==> config.mk <==
export PLATFORM = sky130hd
export DESIGN_NAME = arb_n
export DESIGN_NICKNAME = d
export VERILOG_FILES = /design/src/rtl/arb_n_pkg.sv /design/src/rtl/arb_n_pick.sv /design/src/rtl/arb_n.sv
export SDC_FILE = /design/constraint.sdc
export NUM_CORES = 1
export LEC_CHECK = 0
export BUFFER_PORTS_ARGS = -buffer_cell sky130_fd_sc_hd__buf_2
export CORE_AREA = 3 3 108 110
export DETAILED_ROUTE_END_ITERATION = 8
export DIE_AREA = 0 0 111 113
export SLEW_MARGIN = 40
export SYNTH_ARGS = -nofsm -noshare
export SYNTH_HDL_FRONTEND = slang
export SYNTH_SLANG_ARGS = --single-unit
export TNS_END_PERCENT = 10
==> constraint.sdc <==
create_clock -name clk -period 1.35 [get_ports clk]
set_input_delay 0.27 -clock clk [delete_from_list [all_inputs] [get_ports clk]]
set_output_delay 0.27 -clock clk [all_outputs]
set_load 0.02 [all_outputs]
==> src/rtl/arb_n_pkg.sv <==
// ---------------------------------------------------------------------------
// arb_n_pkg
// Shared definitions for the N-master memory arbiter:
//   - arb_state_e : arbiter FSM state encoding (ARB_IDLE / ARB_BUSY)
//   - ARB_DEF_AW / ARB_DEF_DW : default address / data widths
//   - arb_cnt_w() : width of the bus-timeout counter, never narrower than 1 bit
// ---------------------------------------------------------------------------
package arb_n_pkg;

    typedef enum logic [0:0] {
        ARB_IDLE = 1'b0,
        ARB_BUSY = 1'b1
    } arb_state_e;

    localparam int ARB_DEF_AW = 32;
    localparam int ARB_DEF_DW = 32;

    // Counter width able to hold 0..timeout; a disabled timeout still gets 1 bit.
    function automatic int arb_cnt_w(input int timeout);
        return (timeout > 0) ? $clog2(timeout + 1) : 1;
    endfunction

endpackage

==> src/rtl/arb_n_pick.sv <==
// ---------------------------------------------------------------------------
// arb_n_pick
// Combinational priority encoder choosing one requester.
//   ARB_ROUND_ROBIN_EN defined : rotating priority, search starts at i_last+1
//                                and wraps from NPORTS-1 to 0.
//   ARB_ROUND_ROBIN_EN absent  : fixed priority, lowest index wins; the
//                                i_last port does not exist in this build.
// Ports:
//   i_req    [NPORTS-1:0] request vector
//   i_last   [IW-1:0]     last granted port (round-robin build only)
//   o_onehot [NPORTS-1:0] one-hot winner
//   o_idx    [IW-1:0]     binary winner index
//   o_any                 at least one request present
// ---------------------------------------------------------------------------
module arb_n_pick #(
    parameter int NPORTS = 2,
    parameter int IW     = 1
) (
    input  logic [NPORTS-1:0] i_req,
`ifdef ARB_ROUND_ROBIN_EN
    input  logic [IW-1:0]     i_last,
`endif
    output logic [NPORTS-1:0] o_onehot,
    output logic [IW-1:0]     o_idx,
    output logic              o_any
);

    logic [NPORTS-1:0] w_src;
`ifdef ARB_ROUND_ROBIN_EN
    logic [NPORTS-1:0] w_mask;
    logic [NPORTS-1:0] w_hi;
`endif

    // Select the search vector, then take its lowest set bit.
    always_comb begin
        logic v_found;
        w_src = i_req;
`ifdef ARB_ROUND_ROBIN_EN
        // Requests strictly above the last grant go first; if none, wrap to the
        // full vector so the lowest index is next in the rotation.
        w_mask = '0;
        for (int i = 0; i < NPORTS; i++) begin
            w_mask[i] = (i > int'(i_last));
        end
        w_hi  = i_req & w_mask;
        w_src = (|w_hi) ? w_hi : i_req;
`endif
        v_found  = 1'b0;
        o_idx    = '0;
        o_onehot = '0;
        for (int i = 0; i < NPORTS; i++) begin
            o_idx       = (w_src[i] & ~v_found) ? IW'(i) : o_idx;
            o_onehot[i] = w_src[i] & ~v_found;
            v_found     = v_found | w_src[i];
        end
        o_any = |i_req;
    end

endmodule

==> src/rtl/arb_n.sv <==
// ---------------------------------------------------------------------------
// arb_n
// N-master to 1-slave memory arbiter on the core's valid/ready bus.
// Build option: ARB_ROUND_ROBIN_EN selects rotating-priority arbitration;
// without it the lowest-index requester always wins.
// Ports:
//   clk, rst                 clock, asynchronous active-high reset
//   m_valid/m_ready [N]      per-master request / completion pulse
//   m_addr  [N*AW]           packed addresses, port i at [i*AW +: AW]
//   m_wdata [N*DW]           packed write data
//   m_wstrb [N*DW/8]         packed strobes, all zero = read
//   m_rdata [DW]             read data broadcast to all masters
//   mem_*                    downstream memory port
//   fault                    sticky bus-timeout flag (cleared only by rst)
// Every transfer is followed by one IDLE cycle; no back-to-back grant.
// ---------------------------------------------------------------------------
module arb_n
    import arb_n_pkg::*;
#(
    parameter int NPORTS  = 2,
    parameter int AW      = ARB_DEF_AW,
    parameter int DW      = ARB_DEF_DW,
    parameter int TIMEOUT = 0
) (
    input  logic                     clk,
    input  logic                     rst,
    input  logic [NPORTS-1:0]        m_valid,
    output logic [NPORTS-1:0]        m_ready,
    input  logic [NPORTS*AW-1:0]     m_addr,
    input  logic [NPORTS*DW-1:0]     m_wdata,
    input  logic [NPORTS*DW/8-1:0]   m_wstrb,
    output logic [DW-1:0]            m_rdata,
    output logic                     mem_valid,
    input  logic                     mem_ready,
    output logic [AW-1:0]            mem_addr,
    output logic [DW-1:0]            mem_wdata,
    output logic [DW/8-1:0]          mem_wstrb,
    input  logic [DW-1:0]            mem_rdata,
    output logic                     fault
);

    localparam int IW = $clog2(NPORTS);
    localparam int SW = DW / 8;

    arb_state_e         r_state;
    logic [IW-1:0]      r_grant;
    logic [NPORTS-1:0]  r_grant_oh;
    logic               r_fault;

    logic [NPORTS-1:0]  w_pick_oh;
    logic [IW-1:0]      w_pick_idx;
    logic               w_any;
    logic               w_busy;
    logic               w_gvalid;
    logic               w_done;
    logic               w_abort;
    logic               w_tmo_hit;

    assign w_busy   = (r_state == ARB_BUSY);
    assign w_gvalid = |(m_valid & r_grant_oh);
    assign w_done   = w_busy & w_gvalid & mem_ready;
    // Granted master dropped its request: silent abort, no pulse, no fault.
    assign w_abort  = w_busy & ~w_gvalid;

`ifdef ARB_ROUND_ROBIN_EN
    logic [IW-1:0] r_last;

    // Remember the last port that completed normally, seeding the rotation.
    always_ff @(posedge clk or posedge rst) begin
        if (rst) begin
            r_last <= IW'(NPORTS - 1);
        end else if (w_done) begin
            r_last <= r_grant;
        end else begin
            r_last <= r_last;
        end
    end
`endif

    arb_n_pick #(
        .NPORTS (NPORTS),
        .IW     (IW)
    ) u_pick (
        .i_req    (m_valid),
`ifdef ARB_ROUND_ROBIN_EN
        .i_last   (r_last),
`endif
        .o_onehot (w_pick_oh),
        .o_idx    (w_pick_idx),
        .o_any    (w_any)
    );

    generate
        if (TIMEOUT > 0) begin : g_tmo
            localparam int TW = arb_cnt_w(TIMEOUT);
            logic [TW-1:0] r_tcnt;

            // Count BUSY cycles without mem_ready; held at zero in IDLE so every
            // transfer starts from zero.
            always_ff @(posedge clk or posedge rst) begin
                if (rst) begin
                    r_tcnt <= '0;
                end else if (r_state == ARB_IDLE) begin
                    r_tcnt <= '0;
                end else if (!mem_ready) begin
                    r_tcnt <= r_tcnt + TW'(1);
                end else begin
                    r_tcnt <= r_tcnt;
                end
            end

            // mem_ready in the firing cycle wins, hence the ~mem_ready term.
            assign w_tmo_hit = w_busy & w_gvalid & ~mem_ready &
                               (r_tcnt == TW'(TIMEOUT - 1));
        end else begin : g_no_tmo
            assign w_tmo_hit = 1'b0;
        end
    endgenerate

    // Arbiter FSM: grant capture, completion/abort/timeout return, sticky fault.
    always_ff @(posedge clk or posedge rst) begin
        if (rst) begin
            r_state    <= ARB_IDLE;
            r_grant    <= '0;
            r_grant_oh <= NPORTS'(1);
            r_fault    <= 1'b0;
        end else begin
            case (r_state)
                ARB_IDLE: begin
                    if (w_any) begin
                        r_state    <= ARB_BUSY;
                        r_grant    <= w_pick_idx;
                        r_grant_oh <= w_pick_oh;
                    end else begin
                        r_state    <= ARB_IDLE;
                    end
                end
                ARB_BUSY: begin
                    if (w_done || w_abort || w_tmo_hit) begin
                        r_state <= ARB_IDLE;
                    end else begin
                        r_state <= ARB_BUSY;
                    end
                    if (w_tmo_hit) begin
                        r_fault <= 1'b1;
                    end else begin
                        r_fault <= r_fault;
                    end
                end
                default: begin
                    r_state <= ARB_IDLE;
                end
            endcase
        end
    end

    // Downstream muxing from the granted port; buses read zero outside BUSY.
    always_comb begin
        mem_valid = 1'b0;
        mem_addr  = '0;
        mem_wdata = '0;
        mem_wstrb = '0;
        m_ready   = '0;
        if (w_busy) begin
            mem_valid = w_gvalid & ~w_tmo_hit;
            mem_addr  = m_addr[int'(r_grant)*AW +: AW];
            mem_wdata = m_wdata[int'(r_grant)*DW +: DW];
            mem_wstrb = m_wstrb[int'(r_grant)*SW +: SW];
            m_ready   = (w_done | w_tmo_hit) ? r_grant_oh : '0;
        end else begin
            mem_valid = 1'b0;
        end
        // A timed-out transfer completes with zero data.
        m_rdata = w_tmo_hit ? '0 : mem_rdata;
    end

    assign fault = r_fault;

endmodule

# Word level (Yosys, flattened, before mapping)
# Cells that the tools add are included.
dict set report totals {
  reg_bits 4
  out_inout_bits 104
}
dict set report classes {
  n_shift 3
  mux 10
  n_bitwise 8
  n_reduce_logical 4
}
# operator n
set op_table {}
lappend op_table {{indexed part select 64 x 7 -> 32 bit} 2}
lappend op_table {{2-to-1 mux 32 bit} 2}
lappend op_table {{indexed part select 8 x 4 -> 4 bit} 1}
lappend op_table {{AND 1 bit} 4}
lappend op_table {{2-to-1 mux 1 bit} 4}
lappend op_table {{2-to-1 mux 2 bit} 2}
lappend op_table {{2-to-1 mux 4 bit} 1}
lappend op_table {{OR reduction 2 bit} 2}
lappend op_table {{inverter 1 bit} 3}
lappend op_table {{AND 2 bit} 1}
lappend op_table {{case mux 1 bit (2 select lines)} 1}
lappend op_table {{AND reduction 2 bit} 1}
lappend op_table {{logical OR 1 bit} 1}

# Logic depth before layout (Yosys ltp)
dict set report depth {
  word_depth 7
  ltp_mapped 4
  depth_no_buf 3
}

# By module
# From an unflattened synthesis, not the netlist that was laid out.
dict set report hier_totals {
  hier_cells 205
  area_unflattened_um2 1690.4
}
# module instances cells_each area_each_um2 seq_area_each_um2
set by_module_without_submodules {}
lappend by_module_without_submodules {arb_n 1 201 1662.8 101.3}
lappend by_module_without_submodules {arb_n_pick 1 4 27.5 0.0}

# Worst setup path after synthesis
# OpenSTA, ideal clock, no wires.
dict set report synth_timing {
  kind {flip-flop to output port}
  from {reg r_grant}
  to {out mem_addr[0]}
  arrival_time_ps 1053
  required_ps 1080
  path_slack_ps 27
  stages_incl_launch_ff 5
  n_path_buf 2
  path_cell_list {dfrtp_1 buf_6 buf_8 mux2i_1 nor2_1}
}
dict set report synth_via {
  elab_chain_len 2
}
# item line
set synth_lines {}
lappend synth_lines {{start: declaration} arb_n.sv:46} ;# logic [IW-1:0] r_grant;
lappend synth_lines {{start signal: assignment} arb_n.sv:132} ;# r_grant <= w_pick_idx;
lappend synth_lines {{indexed part select 64 x 7 -> 32 bit} arb_n.sv:166} ;# mem_addr = m_addr[int'(r_grant)*AW +: AW];
lappend synth_lines {{2-to-1 mux 32 bit} arb_n.sv:164} ;# if (w_busy) begin
lappend synth_lines {{end: declaration} arb_n.sv:35} ;# output logic [AW-1:0] mem_addr,
# No other way between the ends.

# Worst setup path in the final report
dict set report layout_timing {
  from {reg r_grant}
  to {out mem_addr[8]}
}
# The elaborated chain is that of the path after synthesis.

==> flow_metrics.env <==
export IMPL_wl_per_cell_um=11.7
export IMPL_areaGrowthSynthToFinish_pct=70.0
export IMPL_r2r_cells=3
export IMPL_layout_setup_ws_ns=-0.298
export IMPL_yosys_most_used_dff="dfrtp_1"
export IMPL_synthDistinctLibCells=17
export IMPL_antenna_found_initial=0
export IMPL_skew_ns=0.00103
export IMPL_drive_above_1_share_pct=58.6
export IMPL_vias_per_cell=3.70
export IMPL_fin_setup_tns_ns=-17.28
export IMPL_period_share_pct=122
export IMPL_grt_pass1_wl_mm=8.97
export IMPL_groute_usage_overall_pct=8.61
export IMPL_synth_top_area_share_pct=45.4
export IMPL_cts_path_max_buffers=2
export IMPL_io_pins=277
export IMPL_antenna_left=0
export IMPL_cts_tree="built"
export IMPL_drc=0
export IMPL_power_mw=3.15
export IMPL_synth_area_top_cells="mux2i_1, nor2_1, buf_4, buf_8, dfrtp_1"
export IMPL_yosysSeqAreaShare_pct=5.09
export IMPL_diodes=0
export IMPL_cp_end_kind="output port"
export IMPL_globalplace_congestion=0.709
export IMPL_status="complete, but fails checks"
export IMPL_p_leak_nw=1.55
export IMPL_wl_met1_mm=2.28
export IMPL_cts_buffers=3
export IMPL_synthTopCellsByCount="nor2_1, mux2i_1, buf_4"
export IMPL_top_layer="met4"
export IMPL_wl_mm=6.12
export IMPL_max_stage_delay_ns=0.45
export IMPL_grt_max_degree=39
export IMPL_p_int_mw=1.50
export IMPL_fmax_mhz=607
export IMPL_cts_max_level=1
export IMPL_maxCapViolCount=0
export IMPL_hold_slack_ns=0.282
export IMPL_fp_dieH_um=113
export IMPL_synth_area_sq_um=1500
export IMPL_p_seq_share_pct=5.4
export IMPL_gr_total_overflow=0
export IMPL_post_cts_buffers=0
export IMPL_worst_setup_path_start_kind="register"
export IMPL_crit_type="reg2out"
export IMPL_crit_path_top_delay_cell="dfrtp_4"
export IMPL_final_nets=556
export IMPL_drtIter0Drc=59
export IMPL_cts_reportedPaths_clkPinSlew_ns=0.03
export IMPL_swShare_pct=52.3
export IMPL_io_buffers=211
export IMPL_avgSynthCellArea_sq_um=7.21
export IMPL_die_x_um=111
export IMPL_final_max_slew_viol_count=0
export IMPL_crit_chain="buf_16, mux2i_2, nor2_1, buf_2"
export IMPL_die_area_sq_um=12500
export IMPL_yosysMostFrequentCell="nor2_1"
export IMPL_power_frac_comb_pct=86.3
export IMPL_final_cell_area_sq_um=2550
export IMPL_async_reset_ff_share_pct=100
export IMPL_placed_area_sq_um=2440
export IMPL_clkSinkCount=3
export IMPL_ys_seq_elements=3
export IMPL_wl_met2_mm=3.18
export IMPL_final_util_pct=23.6
export IMPL_fillers=1222
export IMPL_synth_edf_count=0
export IMPL_power_frac_clock_pct=8.3
export IMPL_num_rows=38
export IMPL_dr_pass1_iters=4
export IMPL_ir_drop_uv=826
export IMPL_required_ns=1.08
export IMPL_holdCritPathClass="in2reg"
export IMPL_clk_latency_ns=0.21
export IMPL_grt_pass1_vias=1814
export IMPL_syn_nets=381
export IMPL_via_count=1930
export IMPL_synth_cells=208
export IMPL_pwr_density_cell_nw_per_um2=1240
export IMPL_fp_coreArea_sq_um=10800
export IMPL_finalCriticalPeriod_ns=1.65
export IMPL_finalSetupViolCount=71
export IMPL_synth_warning_count=0
export IMPL_arrival_ns=1.38
export IMPL_wl_met3_um=533
export IMPL_yosys_area_top_type="mux2i_1"
export IMPL_violations="negative setup slack"
export IMPL_p_sw_mw=1.65
export IMPL_root_buffer="clkbuf_8"
export IMPL_hold_viol=0
export IMPL_hold_path_cell_count=2
export IMPL_hpwl_mm=5.17
export IMPL_rsz0062_at_grt="true"
export IMPL_start_util_pct=13.9
export IMPL_crit_fanout=33
[critical path: cells and delay by family, from the launching register on]
family	cells	cell delay, ns
flip-flops	1	0.45
buffers and inverters	2	0.39
AND/OR/NAND/NOR	1	0.05
multiplexers	1	0.26
[flip-flops by register name (all words and copies together), names as in the netlist]
name,count
r_state,1
r_grant_oh,1
r_grant,1
[layout by cell type (no fill, tap or decap), drive strengths merged]
cell type    netlist  final
buf               43    217
conb               1      1
a21oi              6      6
o22ai              1      1
nor2              71     71
nand3              2      2
dlygate4sd3        0      1
a22oi              1      1
clkbuf             5      4
mux2i             68     68
dfrtp              2      2
dfstp              1      1
inv                5      5
o21ai              2      2
[per-stage QoR]
step,cells,setup WS [ns]
6_report,522,-0.298
5_1_grt,522,-0.368
4_1_cts,522,-0.317
3_5_place_dp,517,-0.0886
3_3_place_gp,517,-0.0480
2_1_floorplan,208,0.0269
[power by group through the flow]
stage	Sequential (mW)	Clock (mW)	Combinational [mW]
2_1_floorplan	0.143	0	2.06
3_3_place_gp	0.164	0	2.65
3_5_place_dp	0.164	0	2.65
4_1_cts	0.168	0.271	2.70
5_1_grt	0.173	0.287	2.93
6_report	0.169	0.261	2.72
[routing by layer]
metal | up-vias | track usage, %
li1 | 1001 | -
met4 | 0 | 3.28
met2 | 102 | 15.8
met1 | 819 | 9.72
met5 | - | 0
met3 | 8 | 1.93
[cell type report]
type / count / area (sq um) / share of cell area [%]
clock buffer: 4 / 45.0 / 1.77
inverter: 5 / 18.8 / 0.736
multi-input combinational: 152 / 1020 / 40.0
sequential: 3 / 80.1 / 3.14
tap: 140 / 175 / 6.87
timing repair buffer: 218 / 1210 / 47.5
[kinds of logic (layout without fill, tap and decap cells)]
kind of cell,count (synthesis),after routing,synth area share [%]
AND/OR/NAND/NOR,73,73,18.4
multiplexers,68,68,45.4
buffers and inverters,53,227,27.2
AO/OA/AOI/OAI,10,10,3.59
flip-flops,3,3,5.09
other,1,1,0.250
[path summary, 6_finish.rpt]
check	start	to	slack, ns
setup reg to reg	r_grant$_DFFE_PP0P_	r_state$_DFF_PP0_	0.28
hold / removal	m_valid[0]	r_grant$_DFFE_PP0P_	0.28
hold reg to reg	r_grant_oh[0]$_DFFE_PP1P_	r_grant_oh[0]$_DFFE_PP1P_	0.53
max in group asynchronous	rst	r_grant_oh[0]$_DFFE_PP1P_	0.65
min in group asynchronous	rst	r_state$_DFF_PP0_	0.49
setup / recovery	r_grant$_DFFE_PP0P_	mem_addr[8]	-0.30
[timing repair]
item / in CTS / in global routing
endpoints found under the hold margin: 2 / 0
pin swaps: 0 / 1
endpoints found under the setup margin: 71 / 71
gates resized for setup: 7 / 12
hold buffers: 1 / 0
Note: power is estimated with default switching activity, not from simulation.
